==> src/rtl/instr_encoder.sv <==
// instr_encoder
// Encodes decoded MIPS instruction fields into 32-bit words and writes them to
// consecutive instruction-memory addresses, starting at 0. It is used to
// preload a program before the core leaves reset.
//
// Ports:
//   clk, rst_n      rising-edge clock, synchronous active-low reset
//   clear           restart loading at address 0 (leaves DONE/FULL)
//   in_valid/ready  field-bundle handshake; in_last marks the final bundle
//   in_kind         0=R-type 1=lw 2=sw 3=beq 4=addi (5-7 illegal)
//   in_rs/rt/rd/shamt/funct/imm  instruction fields
//   wr_en/addr/data instruction-memory write port (one cycle after accept)
//   count           words written since reset/clear
//   err             one-cycle pulse when an illegal bundle was rejected
//   done, full      load finished by in_last / memory filled
//
// state | meaning
// LOAD  | accepting bundles, ptr is the next free address
// FULL  | DEPTH words written without in_last; held until clear/reset
// DONE  | in_last accepted; held until clear/reset
module instr_encoder #(
  parameter int ADDR_WIDTH = 8
) (
  input  logic                  clk,
  input  logic                  rst_n,
  input  logic                  clear,
  input  logic                  in_valid,
  output logic                  in_ready,
  input  logic                  in_last,
  input  logic [2:0]            in_kind,
  input  logic [4:0]            in_rs,
  input  logic [4:0]            in_rt,
  input  logic [4:0]            in_rd,
  input  logic [4:0]            in_shamt,
  input  logic [5:0]            in_funct,
  input  logic [15:0]           in_imm,
  output logic                  wr_en,
  output logic [ADDR_WIDTH-1:0] wr_addr,
  output logic [31:0]           wr_data,
  output logic [ADDR_WIDTH:0]   count,
  output logic                  err,
  output logic                  done,
  output logic                  full
);

  typedef enum logic [1:0] {
    S_LOAD = 2'd0,
    S_FULL = 2'd1,
    S_DONE = 2'd2
  } state_t;

  state_t                state_q, state_d;
  logic [ADDR_WIDTH-1:0] ptr_q, ptr_d;
  logic                  wr_en_q, wr_en_d;
  logic [ADDR_WIDTH-1:0] wr_addr_q, wr_addr_d;
  logic [31:0]           wr_data_q, wr_data_d;
  logic [ADDR_WIDTH:0]   count_q, count_d;
  logic                  err_q, err_d;

  logic        accept;
  logic        legal;
  logic [5:0]  opcode;
  logic [31:0] word;

  assign in_ready = (state_q == S_LOAD) && !clear && rst_n;
  assign accept   = in_valid && in_ready;

  // Field encoder; legality covers both the kind and, for R-type, the funct.
  always_comb begin
    legal  = 1'b1;
    opcode = 6'b000000;
    case (in_kind)
      3'd0: begin
        case (in_funct)
          6'b100000, 6'b100010, 6'b100100,
          6'b100101, 6'b101010, 6'b100111: legal = 1'b1;
          default:                         legal = 1'b0;
        endcase
      end
      3'd1:    opcode = 6'b100011;
      3'd2:    opcode = 6'b101011;
      3'd3:    opcode = 6'b000100;
      3'd4:    opcode = 6'b001000;
      default: legal  = 1'b0;
    endcase
    if (in_kind == 3'd0) begin
      word = {6'b000000, in_rs, in_rt, in_rd, in_shamt, in_funct};
    end else begin
      word = {opcode, in_rs, in_rt, in_imm};
    end
  end

  always_comb begin
    state_d   = state_q;
    ptr_d     = ptr_q;
    wr_en_d   = 1'b0;
    wr_addr_d = wr_addr_q;
    wr_data_d = wr_data_q;
    err_d     = 1'b0;
    // count tracks completed writes, so it follows wr_en by one edge.
    count_d   = count_q + (ADDR_WIDTH+1)'(wr_en_q);
    if (clear) begin
      state_d = S_LOAD;
      ptr_d   = '0;
      count_d = '0;
    end else if (accept) begin
      if (legal) begin
        wr_en_d   = 1'b1;
        wr_addr_d = ptr_q;
        wr_data_d = word;
        ptr_d     = ptr_q + ADDR_WIDTH'(1);
      end else begin
        err_d = 1'b1;
      end
      // in_last wins over the DEPTH-th word; ptr wrapping to 0 is harmless
      // because FULL/DONE block further accepts until clear resets ptr.
      if (in_last) begin
        state_d = S_DONE;
      end else if (legal && (ptr_q == '1)) begin
        state_d = S_FULL;
      end
    end
  end

  always_ff @(posedge clk) begin
    if (!rst_n) begin
      state_q   <= S_LOAD;
      ptr_q     <= '0;
      wr_en_q   <= 1'b0;
      wr_addr_q <= '0;
      wr_data_q <= '0;
      count_q   <= '0;
      err_q     <= 1'b0;
    end else begin
      state_q   <= state_d;
      ptr_q     <= ptr_d;
      wr_en_q   <= wr_en_d;
      wr_addr_q <= wr_addr_d;
      wr_data_q <= wr_data_d;
      count_q   <= count_d;
      err_q     <= err_d;
    end
  end

  // A write pending while reset is asserted is dropped rather than issued.
  assign wr_en   = wr_en_q && rst_n;
  assign wr_addr = wr_addr_q;
  assign wr_data = wr_data_q;
  assign count   = count_q;
  assign err     = err_q;
  assign done    = (state_q == S_DONE);
  assign full    = (state_q == S_FULL);

endmodule

==> config.mk <==
export PLATFORM = sky130hd
export DESIGN_NAME = instr_encoder
export DESIGN_NICKNAME = d
export VERILOG_FILES = /design/src/rtl/instr_encoder.sv
export SDC_FILE = /design/constraint.sdc
export NUM_CORES = 1
export LEC_CHECK = 0
export CAP_MARGIN = 25
export CORE_MARGIN = 2
export CORE_UTILIZATION = 36
export DETAILED_ROUTE_END_ITERATION = 16
export PLACE_DENSITY = 0.73
export SYNTH_ARGS = -nofsm -noshare
export SYNTH_HDL_FRONTEND = slang
export SYNTH_SLANG_ARGS = --single-unit
export TNS_END_PERCENT = 30
==> constraint.sdc <==
create_clock -name clk -period 4.4 [get_ports clk]
set_clock_uncertainty 0.2 [all_clocks]
set_input_delay 0.44 -clock clk [delete_from_list [all_inputs] [get_ports clk]]
set_output_delay 0.44 -clock clk [all_outputs]
set_load 0.02 [all_outputs]
==> results of run 1 <==
-- worst register-to-register path, cell delays in order (launching register included) --
cell and delay, ns:
dfxtp_1 0.35, nor4b_4 0.32, nand2_1 0.30, or3_1 0.46
or4_1 0.41, nand2_1 0.08
-- per-layer routing --
layer	wire (µm)	global-route usage, %	vias to the layer above	share of wire [%]
met3	617	7.92	5	9.5
met5	0	0	-	0
met1	2850	20.8	1049	44
met2	2940	27.1	77	45
li1	-	-	1164	-
met4	52	5.31	0	0.80
-- logic make-up after synthesis --
kind of cell / count (synthesis) / share of synthesized area [%]
AO/OA/AOI/OAI: 45 / 10.3
XOR/XNOR: 7 / 2.42
adder cells (fa/ha/maj): 3 / 1.48
buffers and inverters: 24 / 5.34
flip-flops: 58 / 45.8
multiplexers: 32 / 12.6
other: 1 / 0.148
AND/OR/NAND/NOR: 110 / 21.8
-- through the flow --
stage	setup slack [ns]	cells
after floorplan	2.34	280
after global placement	1.23	461
after detailed placement	1.10	461
after CTS	1.47	476
after global routing	1.14	476
final	1.46	476
-- synthesized netlist by cell type, types with 2 or more instances --
library cell	n	area share, %
a31o_2	2	0.69
nor2_1	8	1.2
clkbuf_1	8	1.2
nand2_1	45	6.7
ha_1	3	1.5
nor4_1	2	0.49
o31ai_1	3	0.89
nand4_1	2	0.49
or3_1	8	2.0
and2_1	4	0.99
a21oi_1	9	1.8
o21ai_0	18	3.6
nor3b_1	2	0.59
dfxtp_1	58	46
o21ai_1	9	1.8
buf_4	4	1.2
xnor2_1	4	1.4
nand2b_1	2	0.49
or4_1	4	1.2
xor2_1	3	1.0
nor2b_1	4	0.99
inv_1	3	0.44
buf_1	2	0.30
buf_2	5	0.99
nand3_1	26	5.1
mux2i_1	32	13
-- area by class of cell --
type / count / area (µm²)
Sequential cell: 58 / 1160
Tap cell: 96 / 120
Timing Repair Buffer: 106 / 1050
Clock buffer: 14 / 183
Multi-Input combinational cell: 198 / 1240
Clock inverter: 1 / 7.51
Fill cell: 608 / 3020
Inverter: 3 / 11.3
-- sequential cells by signal (all words and copies together), names as in the netlist --
register  count
ptr_q         8
err           1
wr_data      29
count         9
wr_en_q       1
wr_addr       8
state_q       2
-- power by group through the flow --
stage	Clock [mW]	Sequential (mW)	Combinational (mW)
2_1_floorplan	0	0.571	0.0566
3_3_place_gp	0	0.556	0.151
3_5_place_dp	0	0.557	0.153
4_1_cts	0.473	0.545	0.154
5_1_grt	0.495	0.547	0.164
6_report	0.461	0.545	0.152
-- worst max-delay path by stage --
stage,startpoint,end,depth (start not counted)
after CTS,in_kind[0],wr_data[24],6
after floorplan,clear,ptr_q[5],5
final,in_kind[0],wr_data[17],6
after detailed placement,in_kind[0],wr_data[24],6
after global routing,in_kind[0],wr_addr[1],6
after global placement,in_kind[0],wr_data[20],6
==> flow_summary.ini, run 1 <==
[run_status]
outcome = complete, no violations

[sta]
relSlewSlack_pct = 48.8
rsz0062_at_grt = false
maxClockFrequency_ghz = 0.340
setup_violations = 0
maxSlewViolCount = 0
fin_setup_tns_ns = 0
hold_slack_ns = 0.248
finalCritPeriodShare_pct = 66.9
tightest_slew_ns = 0.767
hold_violations = 0
layout_min_cycle_time_ns = 2.94

[placed_design]
place_congestion = 0.793
dp_hpwl_mm = 4.66
numPortBuffers = 102
place_area_um2 = 3580

[min_path]
min_from = wr_addr[2]
hold_path_depth = 2
hp-class = reg -> reg
min_to = wr_addr[2]

[clocking]
cts_hold_buffers = 0
postCtsResizedCells = 0
cts_buffers = 9
clkSinkCount = 58
insertion_delay_ns = 0.33
cts_tree = built
cts_setup_buffers = 0
htreeDepth = 3
root_buffer = clkbuf_8
cts_buffer_depth = 2
cts.clk_slew.worst_paths_ns = 0.06

[global_routing]
grt.overflow.total = 0
grt_start_max_net_pins = 42
antenna_found_initial = 0
grtUsageTotal_pct = 17.1
grt_pass1_vias = 2195
grt_pass1_wl_mm = 10.3

[floorplanning]
die_w_um = 87.9
dieArea_um2 = 7720
initial_core_util_pct = 37.3
num_io_pins = 104
core_area_um2 = 6790
num_rows = 30
dieHeight_um = 87.9

[worst_setup_path]
path_buf_inv = 2
required_ns = 4.39
crit_path_start_kind = primary input
path_cells = clkdlybuf4s50_1 > or3_1 > a32o_1 > nand2_1 > inv_1 > o21ai_0
cp_slowest_stage_delay_ns = 0.70
r2r_setup_slack_ns = 2.23
crit_type = in -> reg
rr_startpoint = state_q[0]
r2r_cells = 5
crit_arrival_ns = 2.94
path_delay_family = buffers and inverters
cp_max_fo = 21
cp-end-kind = flip-flop
r2r_end = ptr_q[5]
worst_path_max_delay_cell = a32o_1

[synthesis]
ys.flop_type = dfxtp_1
synthCells = 280
ys_seq_area_share_pct = 45.8
yosysWarnings = 0
synth.avg_cell_area_um2 = 9.04
synth_nets = 333
synth-async-reset-ratio_pct = 0
synth_seq_cells = 58
synth_area_um2 = 2530
yosysUniqueCellTypes = 36
synth_edf_count = 0

[final_layout]
final_common_cell = clkdlybuf4s50_1
area_delta_synth_final_pct = 48.9
drive_gt1_share_pct = 5.79
diodes = 0
fin_area_um2 = 3770
final_util_pct = 55.5
layout_common_cells = 102 x clkdlybuf4s50_1, 58 x dfxtp_1, 45 x nand2_1
finalNetCount = 429

[route]
vias_per_cell = 4.82
drt-initial-drc-count = 113
wirelength_mm = 6.46
postRouteAntennaNets = 0
vias = 2295
wl_per_cell_um = 13.6
drcViolationCount = 0
firstDrtPassIters = 4

[run]
max_cap_viol_count = 0

[pwr]
pwr-share-clk_pct = 39.8
power_per_cell_area_nw_per_um2 = 307
p_switching_mw = 0.277
combPwrFrac_pct = 13.1
p_seq_share_pct = 47.1
power.total_mw = 1.16
vdd_drop_max_mv = 0.165
p_int_mw = 0.882
p_leak_nw = 1.50
swShare_pct = 23.9
Note: power is estimated with default switching activity, not from simulation.
==> run 2, diff against run 1 <==
--- a/config.mk
+++ b/config.mk
@@ -9,7 +9,7 @@
 export CORE_MARGIN = 2
 export CORE_UTILIZATION = 36
 export DETAILED_ROUTE_END_ITERATION = 16
-export PLACE_DENSITY = 0.73
+export PLACE_DENSITY = 0.76
 export SYNTH_ARGS = -nofsm -noshare
 export SYNTH_HDL_FRONTEND = slang
 export SYNTH_SLANG_ARGS = --single-unit
==> constraint.sdc (replaced) <==
create_clock -name clk -period 2.7 [get_ports clk]
set_clock_uncertainty 0.2 [all_clocks]
set_input_delay 0.27 -clock clk [delete_from_list [all_inputs] [get_ports clk]]
set_output_delay 0.27 -clock clk [all_outputs]
set_load 0.02 [all_outputs]
==> run 2 against run 1 <==
  * Final area increased by 1.4%
  * Wire length increased by 0.80%
  * Core utilization increased by 0.76 points
  * Register-to-register slack got worse by 1.5 ns
  * Via count increased by 2.4%
  * Worst hold slack about the same
  * Setup slack got worse by 0.93 ns
  * Cell count increased by 1.3%
  * Largest cell class unchanged
==> flow_summary.ini, run 2 (same netlist as run 1, synthesis figures left out) <==
[route]
postRouteAntennaNets = 0
drcViolationCount = 0
drt-initial-drc-count = 127
wirelength_mm = 6.51
wl_per_cell_um = 13.5
vias = 2350
vias_per_cell = 4.88
firstDrtPassIters = 4

[run_status]
outcome = complete, no violations

[sta]
finalCritPeriodShare_pct = 80.5
hold_slack_ns = 0.247
relSlewSlack_pct = 60.6
maxSlewViolCount = 0
hold_violations = 0
maxClockFrequency_ghz = 0.460
layout_min_cycle_time_ns = 2.17
tightest_slew_ns = 0.590
rsz0062_at_grt = false
setup_violations = 0
fin_setup_tns_ns = 0

[clocking]
htreeDepth = 3
postCtsResizedCells = 0
cts_buffers = 9
insertion_delay_ns = 0.34
cts_buffer_depth = 2
root_buffer = clkbuf_8
clkSinkCount = 58
cts_setup_buffers = 0
cts_hold_buffers = 0
cts.clk_slew.worst_paths_ns = 0.07
cts_tree = built

[run]
max_cap_viol_count = 0

[pwr]
p_leak_nw = 1.53
vdd_drop_max_mv = 0.263
power.total_mw = 1.96
power_per_cell_area_nw_per_um2 = 512

[global_routing]
grt_start_max_net_pins = 40
antenna_found_initial = 0
grt_pass1_wl_mm = 10.4
grt.overflow.total = 0
grtUsageTotal_pct = 17.6
grt_pass1_vias = 2275

[worst_setup_path]
cp_slowest_stage_delay_ns = 0.67
required_ns = 2.23
path_cells = nor4b_4 > clkdlybuf4s50_1
cp_max_fo = 4
crit_arrival_ns = 1.70
worst_path_max_delay_cell = clkdlybuf4s50_1
crit_type = reg -> out
cp-end-kind = output port
crit_path_start_kind = flip-flop

[floorplanning]
num_rows = 30
die_w_um = 87.9
dieHeight_um = 87.9
core_area_um2 = 6790
dieArea_um2 = 7720
initial_core_util_pct = 37.3
num_io_pins = 104

[final_layout]
finalNetCount = 434
drive_gt1_share_pct = 7.51
final_cells = 482
layout_common_cells = 102 x clkdlybuf4s50_1, 58 x dfxtp_1, 45 x nand2_1
area_delta_synth_final_pct = 50.9
diodes = 0
final_common_cell = clkdlybuf4s50_1
largest_reg_flops = 29
final_util_pct = 56.2

[placed_design]
place_congestion = 0.826
dp_hpwl_mm = 4.67
numPortBuffers = 102
placed_cells = 466

[min_path]
hp-class = reg -> reg
-- run 2: cell types whose count changed in the layout (fill, tap and decap cells not counted), sizes merged --
cell | before | now
clkinv | 0 | 3
bufinv | 0 | 1
buf | 4 | 9
clkbuf | 14 | 11
-- run 2: final cells by class --
type	instances	area, µm²
Multi-Input combinational cell	198	1240
Sequential cell	58	1160
Timing Repair Buffer	111	1090
Tap cell	96	120
Fill cell	636	2970
Clock buffer	11	151
Clock inverter	5	52.6
Inverter	3	11.3
-- run 2: worst max-delay path, delay by kind of cell (launching register included) --
family | cells | cell delay [ns]
buf+inv | 1 | 0.67
simple gates | 1 | 0.32
flops | 1 | 0.37
-- run 2: worst paths after layout --
path	startpoint	endpoint	slack, ns	cells after the start
setup / recovery	state_q[0]	in_ready	0.53	2
hold / removal	wr_addr[5]	wr_addr[5]	0.25	2
setup reg to reg	state_q[0]	wr_data[18]	0.69	5
hold reg to reg	wr_addr[5]	wr_addr[5]	0.25	2
-- run 2: per-layer routing --
| metal | track usage (%) | up-vias | wire [µm] |
|---|---|---|---|
| met5 | 0 | - | 0 |
| met4 | 9.51 | 0 | 174 |
| met3 | 5.56 | 15 | 403 |
| met2 | 27.7 | 68 | 3010 |
| met1 | 21.4 | 1092 | 2920 |
| li1 | - | 1175 | - |
-- run 2: per-stage QoR --
step	worst slack (ns)	cell area [µm²]
final	0.526	3820
after global routing	0.338	3820
after CTS	0.514	3820
after detailed placement	0.235	3620
after global placement	0.324	3620
after floorplan	0.690	2530
-- run 2: power by group --
part | total, mW | switching, mW | internal, mW
combinational | 0.255 | 0.118 | 0.138
sequential | 0.888 | 0.0115 | 0.877
clock | 0.815 | 0.343 | 0.471
total | 1.96 | 0.473 | 1.49
==> run 3, diff against run 2 <==
--- a/config.mk
+++ b/config.mk
@@ -9,7 +9,7 @@
 export CORE_MARGIN = 2
 export CORE_UTILIZATION = 36
 export DETAILED_ROUTE_END_ITERATION = 16
-export PLACE_DENSITY = 0.76
+export PLACE_DENSITY = 0.73
 export SYNTH_ARGS = -nofsm -noshare
 export SYNTH_HDL_FRONTEND = slang
 export SYNTH_SLANG_ARGS = --single-unit
==> constraint.sdc (replaced) <==
create_clock -name clk -period 2.2 [get_ports clk]
set_clock_uncertainty 0.2 [all_clocks]
set_input_delay 0.22 -clock clk [delete_from_list [all_inputs] [get_ports clk]]
set_output_delay 0.22 -clock clk [all_outputs]
set_load 0.02 [all_outputs]
==> run 3 against run 2 <==
  * First-iteration DRC count is 24% lower
  * Register-to-register slack worse by 0.48 ns
  * Non-clock buffer count is 12 higher
  * Setup slack worse by 0.44 ns
  * Total power increased by 32%
  * Sequential power up 23%
  * Die area unchanged
  * Worst hold slack gained 0.00060 ns
  * Critical path depth unchanged
  * Global-route usage grew 0.14 points
  * Flip-flop and latch count unchanged
  * Critical endpoint unchanged
  * Highest routed layer unchanged
==> flow_summary.ini, run 3 (same netlist as run 1, synthesis figures left out) <==
[clocking]
htreeDepth = 3
clkSinkCount = 58
root_buffer = clkbuf_8
cts_buffer_depth = 2
cts_tree = built
cts.clk_slew.worst_paths_ns = 0.07
postCtsResizedCells = 0
insertion_delay_ns = 0.33
cts_hold_buffers = 0
cts_buffers = 9
cts_setup_buffers = 0

[sta]
finalCritPeriodShare_pct = 96.3
fin_setup_tns_ns = 0
layout_min_cycle_time_ns = 2.12
rsz0062_at_grt = false
maxSlewViolCount = 0
maxClockFrequency_ghz = 0.472
tightest_slew_ns = 0.537
hold_slack_ns = 0.248
relSlewSlack_pct = 64.2
setup_violations = 0
hold_violations = 0

[final_layout]
multi_input_area_um2 = 1240
area_delta_synth_final_pct = 56.1
largest_reg_flops = 29
finalNetCount = 446
final_common_cell = clkdlybuf4s50_1
fin_area_um2 = 3950
drive_gt1_share_pct = 9.80
regArea_um2 = 1160
layout_common_cells = 102 x clkdlybuf4s50_1, 58 x dfxtp_1, 45 x nand2_1
final_util_pct = 58.2
nFillCells = 610
diodes = 0

[worst_setup_path]
path_delay_family = buffers and inverters
required_ns = 1.78
crit_type = reg -> out
path_buf_inv = 1
crit_arrival_ns = 1.70
cp-end-kind = output port
cp_slowest_stage_delay_ns = 0.67
crit_path_start_kind = flip-flop
path_cells = nor4b_4 > clkdlybuf4s50_1
worst_path_max_delay_cell = clkdlybuf4s50_1
cp_max_fo = 4

[placed_design]
dp_hpwl_mm = 4.94
place_area_um2 = 3720
numPortBuffers = 102
place_congestion = 0.790

[global_routing]
grt.overflow.total = 0
antenna_found_initial = 0
grt_start_max_net_pins = 21
grtUsageTotal_pct = 17.7
grt_pass1_wl_mm = 10.7
grt_pass1_vias = 2347

[route]
firstDrtPassIters = 4
vias = 2363
drcViolationCount = 0
vias_per_cell = 4.78
wl_per_cell_um = 13.1
drt-initial-drc-count = 97
postRouteAntennaNets = 0
wirelength_mm = 6.49

[run]
max_cap_viol_count = 0

[floorplanning]
num_io_pins = 104
core_area_um2 = 6790
num_rows = 30
die_w_um = 87.9
initial_core_util_pct = 37.3
dieArea_um2 = 7720
dieHeight_um = 87.9

[run_status]
outcome = complete, no violations

[pwr]
vdd_drop_max_mv = 0.377
power_per_cell_area_nw_per_um2 = 655
p_leak_nw = 1.60
power.total_mw = 2.59

[min_path]
hp-class = reg -> reg
==> run 3: changes by cell type in the layout (fill, tap and decap cells not counted) <==
| cell | before | now |
|---|---|---|
| clkbuf_8 | 11 | 9 |
| clkbuf_1 | 0 | 2 |
| bufinv_16 | 1 | 3 |
| buf_12 | 0 | 1 |
| clkinv_2 | 3 | 1 |
| buf_4 | 9 | 20 |
==> run 3: worst paths after layout <==
| kind | slack, ns | cells after the start | endpoint | start |
|---|---|---|---|---|
| max | 0.08 | 2 | in_ready | state_q[0] |
| min | 0.25 | 2 | wr_addr[7] | wr_addr[7] |
| max reg2reg | 0.21 | 5 | ptr_q[5] | state_q[0] |
| min reg2reg | 0.25 | 2 | wr_addr[7] | wr_addr[7] |
==> run 3: through the flow <==
stage | worst slack (ns) | std cells
after floorplan | 0.190 | 280
after global placement | -0.106 | 478
after detailed placement | -0.186 | 478
after CTS | 0.0620 | 494
after global routing | 0.00672 | 494
final | 0.0823 | 494
==> run 3: cell type report <==
| type | count | area share (%) |
|---|---|---|
| clock buffer | 11 | 3.32 |
| clock inverter | 5 | 2.59 |
| inverter | 3 | 0.285 |
| multi-input combinational | 198 | 31.3 |
| sequential | 58 | 29.4 |
| tap | 96 | 3.04 |
| timing repair buffer | 123 | 30.1 |
==> run 3: routing by layer <==
| metal | global-route usage [%] | routed length, µm | vias to the layer above |
|---|---|---|---|
| met2 | 29.0 | 3120 | 76 |
| met4 | 6.99 | 57 | 0 |
| met1 | 21.6 | 2840 | 1075 |
| met3 | 5.84 | 468 | 6 |
| met5 | 0 | 0 | - |
| li1 | - | - | 1206 |
==> run 3: worst register-to-register path, stage by stage (launching register included) <==
cell,delay [ns]
dfxtp_1,0.35
nor4b_4,0.35
nand2_1,0.13
or3_1,0.41
or4_1,0.41
nand2_1,0.08
==> run 3: report_power, final <==
group,leakage [nW],switching (mW),internal [mW]
Sequential,0.470,0.0142,1.08
Combinational,1.02,0.147,0.183
Clock,0.114,0.420,0.752
==> RTL change 1: new RTL, config.mk and constraints of run 2 <==
Make the reset (`rst_n`) asynchronous in one clocked block. Comments in the files are not updated.
--- a/src/rtl/instr_encoder.sv
+++ b/src/rtl/instr_encoder.sv
@@ -123,5 +123,5 @@
   end
 
-  always_ff @(posedge clk) begin
+  always_ff @(posedge clk or negedge rst_n) begin
     if (!rst_n) begin
       state_q   <= S_LOAD;
Formal check against the unedited RTL: differs if rst_n is asserted again (counterexample within 4 cycles, from zero or initial values and one cycle with rst_n low); with rst_n held inactive, the same outputs for 10 cycles.
==> RTL change 1 against run 2 <==
The flow now finishes with violations (negative hold slack); area after synthesis rose by 12%; maximum frequency down 6.4%; sequential cell count stayed put; first-iteration DRC count decreased by 28%; setup slack lost 0.15 ns; wire length down 0.57%; global-route usage decreased by 1.9 points; final area increased by 8.6%; critical path type is now input port to output port.
Power is not compared: it rests on default switching activity, and its combinational part moved more than twofold at a synthesized area within 25%.
==> RTL change 1: results (changes against run 2) <==
sta:
  timing_hold_violations_final: 14  # +14
  worst_hold_slack_ns: -0.00755  # -0.255 ns
  slew_worst_pin_ns: 0.750  # +0.160 ns
  timing.final.crit_period_ns: 2.32  # +0.147 ns
run_status:
  outcome: "finished with violations"
  failed_checks: "negative hold slack"
placement:
  placed_cell_area_um2: 3980  # +10%
  placedCellCount: 426  # -8.6%
  hpwlAfterDp_um: 4650  # -0.37%
  pre_cts_slack_ns: 0.112  # -0.123 ns
  gp_congestion: 0.740  # -10%
clock_tree:
  post_cts_buffers: 0  # unchanged
  worst_skew_pair.late_latency_ns: 0.32  # -0.02 ns
route:
  number_of_drc_markers_after_the_initial_detailed_route_iteration: 91  # -28%
  detail_route.wl_per_cell_um: 14.7  # +8.7%
  post-route-drc-count: 0  # unchanged
  vias: 2134  # -9.2%
logic_synthesis:
  async_reset_ff_share_pct: 100  # +100 points
  post_synth_most_frequent_cells: "58 x dfrtp_1, 28 x mux2_1, 21 x mux2_2"
  postSynthAreaPerCell_um2: 12.6  # +40%
  synth_top_cell_area_share_pct: 51.1  # +5.3 points
  synth.distinct_cells: 40  # +11%
  synth.yosys.seq_area_share_pct: 51.1  # +5.3 points
  synth_fp_nets: 278  # -17%
  dominant_cells_by_area_after_synthesis: "dfrtp_1 51%, mux2_1 11%, mux2_2 8.3%, mux2_4 4.8%, nor2_1 2.1%"
worst_setup_path:
  path_delay_family: "buffers and inverters"
  regToRegSetupSlack_ns: 0.60  # -0.09 ns
  worst_path_largest_cell_delay_ns: 0.60  # -0.07 ns
  timing.critical_path.fanout_max: 5  # +1
  setup.worst_path.start: "clear"
  worst_r2r_startpoint: "state_q[0]"
global_route:
  grtUsageTotal_pct: 15.7  # -1.9 points
  global_route_wire_length_before_repair_um: 10600  # +1.4%
  grt_start_max_net_pins: 61  # +53%
  first_global_vias: 2223  # -2.3%
power:
  ir_drop_uv: 319
  standby_leakage_power_nw: 1.79
final_layout:
  finalNetCount: 388  # -11%
  antenna-diode-count: 0  # unchanged
  drive_above_1_share_pct: 18.0  # +10 points
  layout.cells.non_filler: 441  # -8.5%
worst_hold_path:
  min_delay_path_class: "input port to asynchronous set/reset pin"
-- RTL change 1: cell types whose count changed after synthesis, moves of 9 or more --
cell and delta:
mux2_2 +21, dfxtp_1 -58, mux2_1 +28, o21ai_1 -9, nand3_1 -22, dfrtp_1 +58
nand2_1 -40, mux2_4 +9, mux2i_1 -28, o21ai_0 -14
-- RTL change 1: metal layers --
layer  GRT usage [%]  wire [um]  vias to the layer above
met5               0          0                        -
met4            7.97        132                        0
met3            4.56        421                       13
met2            24.8       3180                       68
met1            19.6       2740                     1036
li1                -          -                     1017
-- RTL change 1: final timing paths --
| path | to | cells past startpoint |
|---|---|---|
| max | in_ready | 4 |
| min | count[5] | 2 |
| max reg2reg | wr_data[4] | 6 |
| min reg2reg | wr_data[22] | 1 |
| max in group asynchronous | wr_data[12] | 2 |
| min in group clk | err | 4 |
-- RTL change 1: power by group through the flow --
stage / registers [W] / logic (W) / clock network, W
detailed placement: 0.00107 / 0.000717 / 0
global placement: 0.00107 / 0.000708 / 0
global route: 0.00107 / 0.000757 / 0.000766
CTS: 0.00106 / 0.000721 / 0.000723
floorplan: 0.00122 / 0.000171 / 0
finish: 0.00106 / 0.000709 / 0.000691
-- RTL change 1: final cells by class --
| class | instances | area, um^2 |
|---|---|---|
| flip-flops and latches | 58 | 1450 |
| well taps | 102 | 128 |
| clock buffers | 12 | 155 |
| clock inverters | 3 | 15.0 |
| repair buffers | 112 | 1100 |
| inverters | 5 | 18.8 |
| fillers | 682 | 3540 |
| multi-input cells | 149 | 1280 |
-- RTL change 1: cell families after synthesis --
family	count (synthesis)	share of synthesized area, %
other	1	0.132
and+or+nand+nor	57	11.6
xor gates and xnor gates	5	1.54
AOI/OAI and AO/OA	21	4.80
DFF	58	51.1
buffers and inverters	18	3.88
muxes	62	25.6
adders and majority gates	3	1.32
==> RTL change 2: new RTL, settings of run 2 <==
Made on the original files. The parameter `ADDR_WIDTH` goes from 8 to 7.
--- a/src/rtl/instr_encoder.sv
+++ b/src/rtl/instr_encoder.sv
@@ -20,5 +20,5 @@
 // DONE  | in_last accepted; held until clear/reset
 module instr_encoder #(
-  parameter int ADDR_WIDTH = 8
+  parameter int ADDR_WIDTH = 7
 ) (
   input  logic                  clk,
Interface: changed (resized count and wr_addr); port bits go from 104 to 102. The function was not compared with the original's and may differ.
==> RTL change 2 against run 2 <==
Via count is 2.3% lower; core utilization is 1.6 points lower; combinational power is 4% lower; setup slack worse by 0.40 ns; wire length is 8.2% lower; critical path depth is 3 higher; sequential cell count is 3 lower; final area is 4.5% lower; register-to-register slack worse by 0.34 ns; power is 19% lower; area after synthesis is 3.6% lower; critical path type is now input port to output port; critical endpoint unchanged; largest power group unchanged.
==> RTL change 2: results (changes against run 2) <==
run_status:
  outcome: "complete, no violations"
power:
  ir_drop_uv: 193  # -27%
  standby_leakage_power_nw: 1.35  # -12%
logic_synthesis:
  synth.yosys.seq_area_share_pct: 45.1  # -0.74 points
  synth_fp_nets: 320  # -3.9%
  postSynthAreaPerCell_um2: 9.14  # +1.1%
  synth.distinct_cells: 43  # +19%
  post_synth_most_frequent_cells: "55 x dfxtp_1, 37 x nand2_1, 31 x mux2i_1"
global_route:
  global_route_wire_length_before_repair_um: 9820  # -6.0%
  grtUsageTotal_pct: 16.1  # -1.4 points
  first_global_vias: 2136  # -6.1%
  grt_start_max_net_pins: 50  # +25%
final_layout:
  fill_cells: 631  # -0.79%
  drive_above_1_share_pct: 8.26  # +0.75 points
placement:
  hpwlAfterDp_um: 4380  # -6.3%
  gp_congestion: 0.725  # -12%
  placedCellCount: 435  # -6.7%
  io_buffers: 100  # -2.0%
clock_tree:
  worst_skew_pair.late_latency_ns: 0.32  # -0.02 ns
  clkTransAtPathRegs_ns: 0.10  # +0.03 ns
  cts_buffers: 5  # -4
  ctsHtreeMaxLevel: 2  # -1
route:
  detail_route.wl_per_cell_um: 13.5  # about the same
  viasPerCell: 5.18  # +6.3%
  number_of_drc_markers_after_the_initial_detailed_route_iteration: 133  # +4.7%
  vias: 2295  # -2.3%
  drt_pass1_iterations: 6  # +2
worst_hold_path:
  min_delay_path_class: "register to register"
worst_setup_path:
  critical_path_arrival_ns: 2.10  # +0.40 ns
  setup.worst_path.start: "clear"
RTL change 2: cell count changes after synthesis, moves of 4 or more:
cell	delta
o21ai_1	-9
or3_1	-7
a21oi_1	-4
nand2_1	-8
clkbuf_1	+6
nand4_1	+4
o211a_1	+7
RTL change 2: logic make-up (layout without fill, tap and decap cells):
group | Yosys count | in the layout | synth area share (%)
DFF | 55 | 55 | 45.1
adders and majority gates | 3 | 3 | 1.54
muxes | 32 | 32 | 13.2
xor gates and xnor gates | 6 | 6 | 2.15
other | 1 | 1 | 0.154
buffers and inverters | 26 | 122 | 4.61
AOI/OAI and AO/OA | 45 | 45 | 13.3
and+or+nand+nor | 99 | 99 | 20.0
RTL change 2: metrics by stage:
step	worst slack, ns	power [W]	hold WS [ns]
2_1_floorplan	0.347	0.000965	0.174
3_3_place_gp	0.0908	0.00110	0.243
6_report	0.130	0.00159	0.264
4_1_cts	0.125	0.00161	0.268
5_1_grt	0.0670	0.00165	0.287
3_5_place_dp	0.0329	0.00110	0.249
RTL change 2: power by group:
| group | internal [W] | total, W | switching, W |
|---|---|---|---|
| Clock | 0.000216 | 0.000503 | 0.000287 |
| Combinational | 0.000135 | 0.000244 | 0.000109 |
| Sequential | 0.000830 | 0.000841 | 0.0000110 |
RTL change 2: final timing paths:
kind | endpoint | slack [ns] | depth (start not counted)
worst max-delay path | in_ready | 0.13 | 5
worst max register to register | ptr_q[5] | 0.35 | 4
worst min-delay path | wr_data[18] | 0.26 | 2
worst min register to register | wr_data[18] | 0.26 | 2
RTL change 2: critical path, stage by stage:
cell and delay [ns]:
clkdlybuf4s50_1 0.44, or4b_4 0.50, buf_4 0.16, inv_1 0.11, clkdlybuf4s50_1 0.62
RTL change 2: metal layers:
layer | share of wire, % | track usage (%)
met1 | 44 | 19.7
met2 | 50 | 28.3
met3 | 5.5 | 4.10
met4 | 0.60 | 4.26
met5 | 0 | 0
RTL change 2: final cells by class:
cell class	instances	area [um^2]	share of cell area, %
multi-input cells	186	1250	34.3
flip-flops and latches	55	1100	30.2
repair buffers	110	1080	29.7
well taps	80	100	2.74
clock buffers	6	82.6	2.26
clock inverters	2	17.5	0.480
inverters	4	15.0	0.411
